## config.mk

```make
export PLATFORM = sky130hd
export DESIGN_NAME = mesi_line_array_flat
export DESIGN_NICKNAME = d
export VERILOG_FILES = /design/src/rtl/mesi_pkg.sv /design/src/rtl/mesi_line_array_if.sv /design/src/rtl/mesi_next_state.sv /design/src/rtl/mesi_line_array.sv /design/src/flat_wrapper.sv
export SDC_FILE = /design/constraint.sdc
export NUM_CORES = 1
export LEC_CHECK = 0
export BUFFER_PORTS_ARGS = -buffer_cell sky130_fd_sc_hd__clkbuf_2
export CORE_ASPECT_RATIO = 1.5
export CORE_MARGIN = 3
export CORE_UTILIZATION = 25
export CTS_CLUSTER_DIAMETER = 40
export DETAILED_ROUTE_END_ITERATION = 10
export GPL_TIMING_DRIVEN = 0
export PLACE_DENSITY_LB_ADDON = 0.3
export SLEW_MARGIN = 20
export SYNTH_ARGS = -nofsm -noshare
export SYNTH_HDL_FRONTEND = slang
export SYNTH_HIERARCHICAL = 1
export SYNTH_SLANG_ARGS = --single-unit
```

## constraint.sdc

```tcl
create_clock -name clk -period 13.8 [get_ports clk]
set_input_delay 2.76 -clock clk [delete_from_list [all_inputs] [get_ports clk]]
set_output_delay 2.76 -clock clk [all_outputs]
set_load 0.02 [all_outputs]
```

## src/rtl/mesi_pkg.sv

```systemverilog
// Shared MESI coherence encodings: line state, event code, bus operation, snoop result.
package mesi_pkg;

    typedef enum logic [1:0] {
        MESI_I = 2'd0,
        MESI_S = 2'd1,
        MESI_E = 2'd2,
        MESI_M = 2'd3
    } mesi_t;

    typedef enum logic [2:0] {
        OP_CPU_READ  = 3'd0,
        OP_CPU_WRITE = 3'd1,
        OP_SNP_READ  = 3'd2,
        OP_SNP_WRITE = 3'd3,
        OP_SNP_RFO   = 3'd4,
        OP_SNP_INV   = 3'd5,
        OP_EVICT     = 3'd6,
        OP_FLUSH     = 3'd7
    } op_t;

    typedef enum logic [2:0] {
        BUS_NONE  = 3'd0,
        BUS_READ  = 3'd1,
        BUS_WRITE = 3'd2,
        BUS_INVAL = 3'd3,
        BUS_RWIM  = 3'd4
    } bus_op_t;

    typedef enum logic [1:0] {
        SR_NOHIT = 2'd0,
        SR_HIT   = 2'd1,
        SR_HITM  = 2'd2
    } snoop_res_t;

    typedef enum logic {
        ST_IDLE     = 1'b0,
        ST_FLUSHING = 1'b1
    } ctrl_t;

endpackage

```

## src/rtl/mesi_line_array_if.sv

```systemverilog
// Request/response bundle between a coherence event source and the MESI line array.
interface mesi_line_array_if
    import mesi_pkg::*;
#(
    parameter int unsigned NUM_LINES = 16
);
    localparam int unsigned IDX_W = $clog2(NUM_LINES);

    logic             req_valid;
    logic             req_ready;
    op_t              req_op;
    logic [IDX_W-1:0] req_idx;
    snoop_res_t       snoop_in;
    logic             rsp_valid;
    logic [IDX_W-1:0] rsp_idx;
    mesi_t            rsp_old;
    mesi_t            rsp_new;
    bus_op_t          bus_op;
    snoop_res_t       snoop_out;
    logic [IDX_W:0]   mod_count;

    modport master (
        output req_valid, req_op, req_idx, snoop_in,
        input  req_ready, rsp_valid, rsp_idx, rsp_old, rsp_new, bus_op, snoop_out, mod_count
    );

    modport slave (
        input  req_valid, req_op, req_idx, snoop_in,
        output req_ready, rsp_valid, rsp_idx, rsp_old, rsp_new, bus_op, snoop_out, mod_count
    );

endinterface

```

## src/rtl/mesi_next_state.sv

```systemverilog
// Combinational MESI transition table: next state, bus operation and snoop reply for one event.
module mesi_next_state
    import mesi_pkg::*;
(
    input  op_t        op,
    input  mesi_t      cur,
    input  snoop_res_t snoop_in,
    output mesi_t      nxt,
    output bus_op_t    bus_op,
    output snoop_res_t snoop_out
);

    always_comb begin
        nxt       = cur;
        bus_op    = BUS_NONE;
        snoop_out = SR_NOHIT;
        case (op)
            OP_CPU_READ: begin
                if (cur == MESI_I) begin
                    bus_op = BUS_READ;
                    nxt    = (snoop_in == SR_NOHIT) ? MESI_E : MESI_S;
                end
            end
            OP_CPU_WRITE: begin
                nxt = MESI_M;
                case (cur)
                    MESI_I:  bus_op = BUS_RWIM;
                    MESI_S:  bus_op = BUS_INVAL;
                    default: bus_op = BUS_NONE;
                endcase
            end
            OP_SNP_READ, OP_SNP_RFO: begin
                if (cur != MESI_I) begin
                    nxt = (op == OP_SNP_READ) ? MESI_S : MESI_I;
                    if (cur == MESI_M) begin
                        snoop_out = SR_HITM;
                        bus_op    = BUS_WRITE;
                    end else begin
                        snoop_out = SR_HIT;
                    end
                end
            end
            OP_SNP_INV: begin
                if (cur == MESI_S) begin
                    snoop_out = SR_HIT;
                    nxt       = MESI_I;
                end
            end
            // a flush step is an evict of the visited line
            OP_EVICT, OP_FLUSH: begin
                nxt = MESI_I;
                if (cur == MESI_M) bus_op = BUS_WRITE;
            end
            default: ;
        endcase
    end

endmodule

```

## src/rtl/mesi_line_array.sv

```systemverilog
// Indexed MESI state store: one coherence event per cycle, registered response, multi-cycle flush.
module mesi_line_array
    import mesi_pkg::*;
#(
    parameter int unsigned NUM_LINES = 16
) (
    input logic              clk,
    input logic              reset,
    mesi_line_array_if.slave bus
);

    localparam int unsigned IDX_W = $clog2(NUM_LINES);
    localparam int unsigned CNT_W = IDX_W + 1;

    mesi_t            lines [NUM_LINES];
    ctrl_t            state, state_nxt;
    logic [IDX_W-1:0] cnt, cnt_nxt;
    logic [IDX_W-1:0] step_idx;
    op_t              step_op;
    logic             step;
    mesi_t            cur, nxt;
    bus_op_t          nxt_bus;
    snoop_res_t       nxt_snoop;
    logic [CNT_W-1:0] mod_q, mod_nxt;

    logic             rsp_valid_q;
    logic [IDX_W-1:0] rsp_idx_q;
    mesi_t            rsp_old_q, rsp_new_q;
    bus_op_t          bus_op_q;
    snoop_res_t       snoop_out_q;

    // Control FSM: choose which line/event is processed this cycle
    always_comb begin
        state_nxt = state;
        cnt_nxt   = cnt;
        step      = 1'b0;
        step_idx  = bus.req_idx;
        step_op   = bus.req_op;
        case (state)
            ST_IDLE: begin
                if (bus.req_valid) begin
                    step = 1'b1;
                    if (bus.req_op == OP_FLUSH) begin
                        step_idx  = '0;
                        step_op   = OP_EVICT;
                        state_nxt = ST_FLUSHING;
                        cnt_nxt   = IDX_W'(1);
                    end
                end
            end
            ST_FLUSHING: begin
                step     = 1'b1;
                step_idx = cnt;
                step_op  = OP_EVICT;
                if (cnt == IDX_W'(NUM_LINES - 1)) begin
                    state_nxt = ST_IDLE;
                    cnt_nxt   = '0;
                end else begin
                    cnt_nxt = cnt + IDX_W'(1);
                end
            end
            default: state_nxt = ST_IDLE;
        endcase
    end

    assign cur = lines[step_idx];

    mesi_next_state u_next (
        .op        (step_op),
        .cur       (cur),
        .snoop_in  (bus.snoop_in),
        .nxt       (nxt),
        .bus_op    (nxt_bus),
        .snoop_out (nxt_snoop)
    );

    always_comb begin
        mod_nxt = mod_q;
        if (step && nxt == MESI_M && cur != MESI_M) begin
            mod_nxt = mod_q + CNT_W'(1);
        end else if (step && cur == MESI_M && nxt != MESI_M) begin
            mod_nxt = mod_q - CNT_W'(1);
        end
    end

    always_ff @(posedge clk) begin
        if (reset) begin
            state       <= ST_IDLE;
            cnt         <= '0;
            mod_q       <= '0;
            rsp_valid_q <= 1'b0;
            rsp_idx_q   <= '0;
            rsp_old_q   <= MESI_I;
            rsp_new_q   <= MESI_I;
            bus_op_q    <= BUS_NONE;
            snoop_out_q <= SR_NOHIT;
            for (int i = 0; i < NUM_LINES; i++) lines[i] <= MESI_I;
        end else begin
            state       <= state_nxt;
            cnt         <= cnt_nxt;
            mod_q       <= mod_nxt;
            rsp_valid_q <= step;
            if (step) begin
                lines[step_idx] <= nxt;
                rsp_idx_q       <= step_idx;
                rsp_old_q       <= cur;
                rsp_new_q       <= nxt;
                bus_op_q        <= nxt_bus;
                snoop_out_q     <= nxt_snoop;
            end
        end
    end

    assign bus.req_ready = (state == ST_IDLE);
    assign bus.rsp_valid = rsp_valid_q;
    assign bus.rsp_idx   = rsp_idx_q;
    assign bus.rsp_old   = rsp_old_q;
    assign bus.rsp_new   = rsp_new_q;
    assign bus.bus_op    = bus_op_q;
    assign bus.snoop_out = snoop_out_q;
    assign bus.mod_count = mod_q;

endmodule
```

## src/flat_wrapper.sv

```systemverilog
// flat-port wrapper written by rule: the top's interface ports become plain ports
module mesi_line_array_flat import mesi_pkg::*;
#(
    parameter int unsigned NUM_LINES = 16
)
  (clk, reset, bus_req_valid, bus_req_op, bus_req_idx, bus_snoop_in, bus_req_ready, bus_rsp_valid, bus_rsp_idx, bus_rsp_old, bus_rsp_new, bus_bus_op, bus_snoop_out, bus_mod_count);
  mesi_line_array_if #(.NUM_LINES(NUM_LINES)) bus_i ();
  input logic clk;
  input logic reset;
  input wire logic [$bits(bus_i.req_valid)-1:0] bus_req_valid;
  input wire logic [$bits(bus_i.req_op)-1:0] bus_req_op;
  input wire logic [$bits(bus_i.req_idx)-1:0] bus_req_idx;
  input wire logic [$bits(bus_i.snoop_in)-1:0] bus_snoop_in;
  output wire logic [$bits(bus_i.req_ready)-1:0] bus_req_ready;
  output wire logic [$bits(bus_i.rsp_valid)-1:0] bus_rsp_valid;
  output wire logic [$bits(bus_i.rsp_idx)-1:0] bus_rsp_idx;
  output wire logic [$bits(bus_i.rsp_old)-1:0] bus_rsp_old;
  output wire logic [$bits(bus_i.rsp_new)-1:0] bus_rsp_new;
  output wire logic [$bits(bus_i.bus_op)-1:0] bus_bus_op;
  output wire logic [$bits(bus_i.snoop_out)-1:0] bus_snoop_out;
  output wire logic [$bits(bus_i.mod_count)-1:0] bus_mod_count;
  assign bus_i.req_valid = bus_req_valid;
  assign bus_i.req_op = bus_req_op;
  assign bus_i.req_idx = bus_req_idx;
  assign bus_i.snoop_in = bus_snoop_in;
  assign bus_req_ready = bus_i.req_ready;
  assign bus_rsp_valid = bus_i.rsp_valid;
  assign bus_rsp_idx = bus_i.rsp_idx;
  assign bus_rsp_old = bus_i.rsp_old;
  assign bus_rsp_new = bus_i.rsp_new;
  assign bus_bus_op = bus_i.bus_op;
  assign bus_snoop_out = bus_i.snoop_out;
  assign bus_mod_count = bus_i.mod_count;
  mesi_line_array #(.NUM_LINES(NUM_LINES)) u_core (.clk(clk), .reset(reset), .bus(bus_i));
endmodule
```

# Word level (Yosys, flattened, before mapping)
# Memory sizes are Yosys's and may differ from the RTL's.
# Index checks and enable logic that the tools add are counted.
# totals
memories	1
reg_bits	24
inputBits	12
mem_bits_rw	32
# mem_list
memory	depth	word_bits	rd	rd_clocked_by_memory_dff	write_ports	line_no	source
u_core.lines	16	2	1	0	16	mesi_line_array.sv:15	mesi_t lines [NUM_LINES];
# op_classes
n_mux	41
eq_ne	15
reduce_logical	13
add_sub_neg	3
bitwise_logic	1
# ops
cell	n
$mux W4	6
$mux W2	9
$pmux W4 S2	2
$eq A3 B3 Y1 const B	5
$mux W1	13
$pmux W3 S2	2
$pmux W3 S4	1
$mux W5	2
$pmux W2 S5	1
$mux W3	2
$ne A2 B2 Y1 const B	3
$reduce_or A2 Y1	3
$add A5 B1 Y5 const B	1
$sub A5 B1 Y5 const B	1
$add A4 B1 Y4 const B	1
$eq A2 B2 Y1 const B	2
$eq A4 B4 Y1 const B	1
$logic_and A1 B1 Y1	4
$logic_not A2 Y1	2
$pmux W1 S2	2
$pmux W2 S2	1
$reduce_bool A2 Y1	2
$eq A3 B1 Y1 const B	1
$eq A3 B2 Y1 const B	1
other kinds (5)	5

# Longest topological paths before layout
# depth
word_depth	12
depth_mapped	23

# Cells and area by module
# The synthesis kept the hierarchy.
# modules_own_cells
module	area_each_um2	n_inst	cells_per_inst
mesi_line_array	3146.8	1	318
mesi_next_state	236.5	1	35

# Worst setup path after synthesis
# OpenSTA, ideal clock, no wires.
# synth_path
path_kind	input to register
from	input bus_req_valid
to	register u_core.mod_q[4], in the netlist u_core/bus.mod_count[4]
path_slack_ns	6.790
t_arrival_ns	6.889
setup_time_ns	0.121
cell_stages	19
t_required_ns	13.679
path_cell_list	a41oi_4 a22oi_4 mux2_4 a22o_1 a21oi_2 nand4_1 ha_1 a21oi_1 o221ai_1 a22oi_1 clkbuf_1 nand3_1 or2_2 fa_1 a21o_1 a21oi_1 nand3_1 mux2i_1 mux2_2
# synth_via
elab_chain_len	10
# synth_rtl
item	line_no	source
start: declaration	flat_wrapper.sv:10	input wire logic [$bits(bus_i.req_valid)-1:0] bus_req_valid;
$mux W4 *	mesi_line_array.sv:41	if (bus.req_valid) begin
$pmux W4 S2 *	mesi_line_array.sv:39	case (state)
$mem_v2 Z16 W2 *	--	
via u_core.cur[0]	mesi_line_array.sv:21	mesi_t cur, nxt;
$eq A2 B1 Y1 (tied with other cells)	mesi_next_state.sv:44	if (cur == MESI_S) begin
$mux W2, on equally long branches	mesi_next_state.sv:44, mesi_next_state.sv:33, mesi_next_state.sv:19	
$pmux W2 S5 *	mesi_next_state.sv:17	case (op)
via u_core.nxt[1]	mesi_line_array.sv:21	
$eq A2 B2 Y1	mesi_line_array.sv:79	if (step && nxt == MESI_M && cur != MESI_M) begin
$logic_and A1 B1 Y1 (2 in series)	mesi_line_array.sv:79	
$mux W5 or $reduce_bool A2 Y1 (tied branches)	--	
end signal: assignment	mesi_line_array.sv:101	mod_q <= mod_nxt;
end: declaration	mesi_line_array.sv:24	logic [CNT_W-1:0] mod_q, mod_nxt;
# The timed path passes the listed nets; every way through them passes the cells marked *.
# A chain may end at the register's enable or synchronous reset.

# Worst setup path after layout
# Ends and elaborated chain as after synthesis.

==> summary.log <==
[routing] Via density 5.024
[global_routing] global route total overflow 0
[worst_setup_path] crit end category flip-flop
[logic_synthesis] number of distinct library cells after synthesis 66
[worst_setup_path] worst-path cell chain clkbuf_2 -> a41oi_4 -> a22oi_4 -> mux2_2 -> a22o_1 -> a21oi_2 -> nand4_1 -> ha_1 -> a21oi_1 -> o221ai_1 -> a22oi_1 -> clkbuf_1 -> nand3_1 -> or2_2 -> fa_1 -> a21o_1 -> a21oi_1 -> nand3_1 -> mux2i_1 -> mux2_2
[worst_setup_path] minimum setup slack among reg-to-reg paths 8.27 ns
[min_path] worst min-delay path class flip-flop to flip-flop
[timing] Hold WS 0.4600 ns
[placed_design] GPL Wtd Cong 0.8085
[die] die width 101.0 um
[timing] Worst-Margin Slew 0.8966 ns
[timing] headroom to the max-slew limit 39.77%
[clock_tree] Clock Pin Slew Worst Setup and Hold Paths 0.08 ns
[logic_synthesis] top_reg_cell synth edfxtp_1
[timing] final period demand of the worst path 7.804 ns
[clock_tree] master cell of the clock root buffer clkbuf_16
[routing] overall routed net length 8.805 mm
[worst_setup_path] library cell contributing the largest single delay on the critical path a22oi_4
[logic_synthesis] main area contributors after synthesis edfxtp_1 (28%), dfxtp_1 (14%), nand2_1 (4.0%)
[global_routing] first-pass GRT wire length 14.30 mm
[logic_synthesis] Warnings, synthesis 6
[timing] # setup viols final 0
[logic_synthesis] share of async-settable or async-resettable flops after synthesis 0%
[finish] diodes inserted 0
[routing] router iterations before antenna repair 4
[finish] register cell area after layout 1441 um2
[finish] number of fillers in the final layout 1385
[clock_tree] TritonCTS Buffers 5
[worst_setup_path] critical path required time 13.99 ns
[logic_synthesis] most frequently used cell type in the post-synthesis netlist nand2_1
[timing] part of the cycle the worst path needs 56.55%
[worst_setup_path] critical path data arrival time 7.99 ns
[worst_setup_path] kind of cell adding the most delay to the critical path compound AO/OA/AOI/OAI gates
[timing] maximum clock rate 128.1 MHz
[finish] layout cell share with drive strength beyond 1 20.92%
[routing] Iteration-0 DRC Markers 163
[die] I/O pin total 32
[die] Die Y 148.5 um
[status] outcome completed
[die] effective utilization at floorplan 25.74%
[finish] area added between synthesis and finish 15.09%
[clock_tree] number of instances resized during post-cts repair 0
[logic_synthesis] leading post-synthesis cells by instance count nand2_1 (36), edfxtp_1 (32), nor2_1 (26)
[die] row count 51
[power_and_ir_drop] standby leakage power 0.001588 uW
[timing] pins over their slew limit 0
[logic_synthesis] biggest area consumer among synthesized cells edfxtp_1
[timing] number of endpoints with negative hold slack in the final report 0
[die] core box area 13150 um2
[finish] multi-input gate area in the final layout 1789 um2
[clock_tree] Clock H-tree levels 2
[clock_tree] Post-CTS Hold Fix Bufs 0
[worst_setup_path] maximum fanout count along the critical path 10
[global_routing] antenna violations before repair 0
[global_routing] pin count of the biggest net entering global routing 20
[logic_synthesis] Post-Syn Area per Cell 9.584 um2
[logic_synthesis] sequential cell area fraction in the yosys report 42.60%
[worst_setup_path] endpoint of the lowest-slack register-to-register path u_core/bus.mod_count[4]
[logic_synthesis] number of enable flip-flop cells after synthesis 32
[logic_synthesis] total standard cell area after synthesis 3383 um2
[global_routing] GRT Overall Usage 12.24%
[clock_tree] number of buffers between clock root and the deepest sink 2
[routing] via count of the routed design 2768
[worst_setup_path] startpoint of the worst-slack reg-to-reg timing path u_core/state
[run] Max Cap Violations 0
[min_path] Hold Path End u_core/bus.rsp_new[0]
[clock_tree] number of setup buffers added after CTS 0
[logic_synthesis] area share of the largest cell type after synthesis 28.40%
[worst_setup_path] kind of start point of the critical path primary input
[power_and_ir_drop] total power density per cell area 106.0 nW/um2
[power_and_ir_drop] Peak VDD IR 0.04480 mV
[worst_setup_path] number of cells on the worst reg-to-reg path 20
[timing] worst clock skew on the final layout 0.006465 ns
[min_path] hold-critical path depth 2
[routing] final routed DRC violation total 0
[min_path] Hold Crit Start u_core/bus.rsp_new[0]
[placed_design] count of input and output buffers 31
[clock_tree] number of sinks handled by clock tree synthesis 56
[logic_synthesis] FF+latch count, synth 56
[clock_tree] TritonCTS clock tree built
[routing] routed len/inst 15.98 um
[clock_tree] Worst-Skew Late Latency 0.30 ns
[worst_setup_path] kind of critical path primary input to flip-flop
[worst_setup_path] critical path buffer and inverter count 2
[placed_design] post-detailed-placement half-perimeter wirelength 6.768 mm
[die] area of the die 14990 um2
[logic_synthesis] synthesized instance count 353
[timing] setup repair after global routing missed its margin false
[timing] setup total negative slack 0 ns
[logic_synthesis] Post-Syn Nets 374
[finish] number of nets in the final layout 412
[global_routing] vias in the first global route 2804
[worst_setup_path] CP max stage delay 0.44 ns
[routing] residual antenna-violating net count after detailed routing 0
## worst max path at each step
stage,from,slack (ns),depth (start not counted),to
floorplan,bus_req_valid,6.79,19,u_core/bus.mod_count[4]
global placement,bus_req_valid,5.75,20,u_core/bus.mod_count[4]
detailed placement,bus_req_valid,5.68,20,u_core/bus.mod_count[4]
CTS,bus_req_valid,6.00,20,u_core/bus.mod_count[4]
global route,bus_req_valid,5.49,20,u_core/bus.mod_count[4]
finish,bus_req_valid,6.00,20,u_core/bus.mod_count[4]
## power by group
part           switching, uW  internal, uW  leakage [uW]
sequential              5.21           185      0.000528
combinational           57.0          34.9      0.000984
clock                   61.7          69.1     0.0000762
## worst reg2reg max path, cell delays in order (launching register included)
cell      delay (ns)
dfxtp_1         0.31
buf_6           0.13
buf_2           0.19
a22oi_4         0.42
mux2_2          0.42
a22o_1          0.19
a21oi_2         0.20
nand4_1         0.29
ha_1            0.32
a21oi_1         0.16
o221ai_1        0.13
a22oi_1         0.24
clkbuf_1        0.42
nand3_1         0.21
or2_2           0.38
fa_1            0.41
a21o_1          0.20
a21oi_1         0.18
nand3_1         0.09
mux2i_1         0.18
mux2_2          0.35
## layer usage
metal	GRT usage, %	vias to the layer above	share of wire, %
met5	0	-	0
met4	5.589	0	3.2
met3	1.830	16	3.8
met2	21.93	67	52
met1	14.08	1331	41
li1	-	1354	-
## layout make-up
class / count / area share (%)
tap: 159 / 5.109
multi-input combinational: 262 / 45.95
sequential: 56 / 37.02
clock inverter: 3 / 0.6748
buffer: 23 / 2.892
timing repair buffer: 31 / 3.985
clock buffer: 5 / 3.213
inverter: 12 / 1.157
## registers in the layout, summed over array words and instances (netlist names)
name and cells:
u_core/lines 32, u_core/bus.snoop_out 2, u_core/state 1, u_core/cnt 4, u_core/bus.mod_count 5, u_core/bus.bus_op 3, u_core/bus.rsp_idx 4, u_core/bus.rsp_valid 1
u_core/bus.rsp_old 2, u_core/bus.rsp_new 2
## kinds of logic after synthesis
group | after synthesis | share of synthesized area (%)
AO/OA/AOI/OAI | 82 | 18.31
XOR/XNOR | 2 | 0.5178
adder cells (fa/ha/maj) | 10 | 3.883
buffers and inverters | 35 | 4.660
flip-flops | 56 | 42.60
multiplexers | 18 | 6.619
AND/OR/NAND/NOR | 150 | 23.41
## cell usage in the layout, fill, tap and decap left out, types with 3 or more instances in the layout
cell type / synthesis / layout
nand2_1: 36 / 36
edfxtp_1: 32 / 32
clkbuf_2: 0 / 31
nor2_1: 26 / 26
dfxtp_1: 24 / 24
a21oi_1: 22 / 22
and3_1: 20 / 20
and2_1: 17 / 17
o21ai_0: 14 / 14
clkbuf_1: 13 / 13
a21o_1: 12 / 12
or2_2: 12 / 12
inv_1: 9 / 9
ha_1: 8 / 8
nand2b_1: 7 / 7
nor2b_1: 7 / 7
nand3_1: 7 / 7
buf_2: 6 / 6
mux2i_1: 6 / 6
clkbuf_16: 0 / 5
mux2_2: 5 / 5
a211oi_1: 5 / 5
a32o_1: 3 / 3
inv_2: 3 / 3
nor3_1: 4 / 3
mux2_1: 3 / 3
## per-stage QoR
stage	instances	instance area [um2]	utilization [%]	power [uW]	worst slack [ns]
2_1_floorplan	353	3383	-	257.9	6.790
3_5_place_dp	543	3742	28.47	286.6	5.682
6_report	551	3894	29.62	412.8	5.996
3_3_place_gp	543	3737	28.43	285.1	5.754
5_1_grt	551	3894	29.62	436.0	5.488
4_1_cts	551	3894	29.62	419.6	5.996
(Power assumes the default switching activity.)
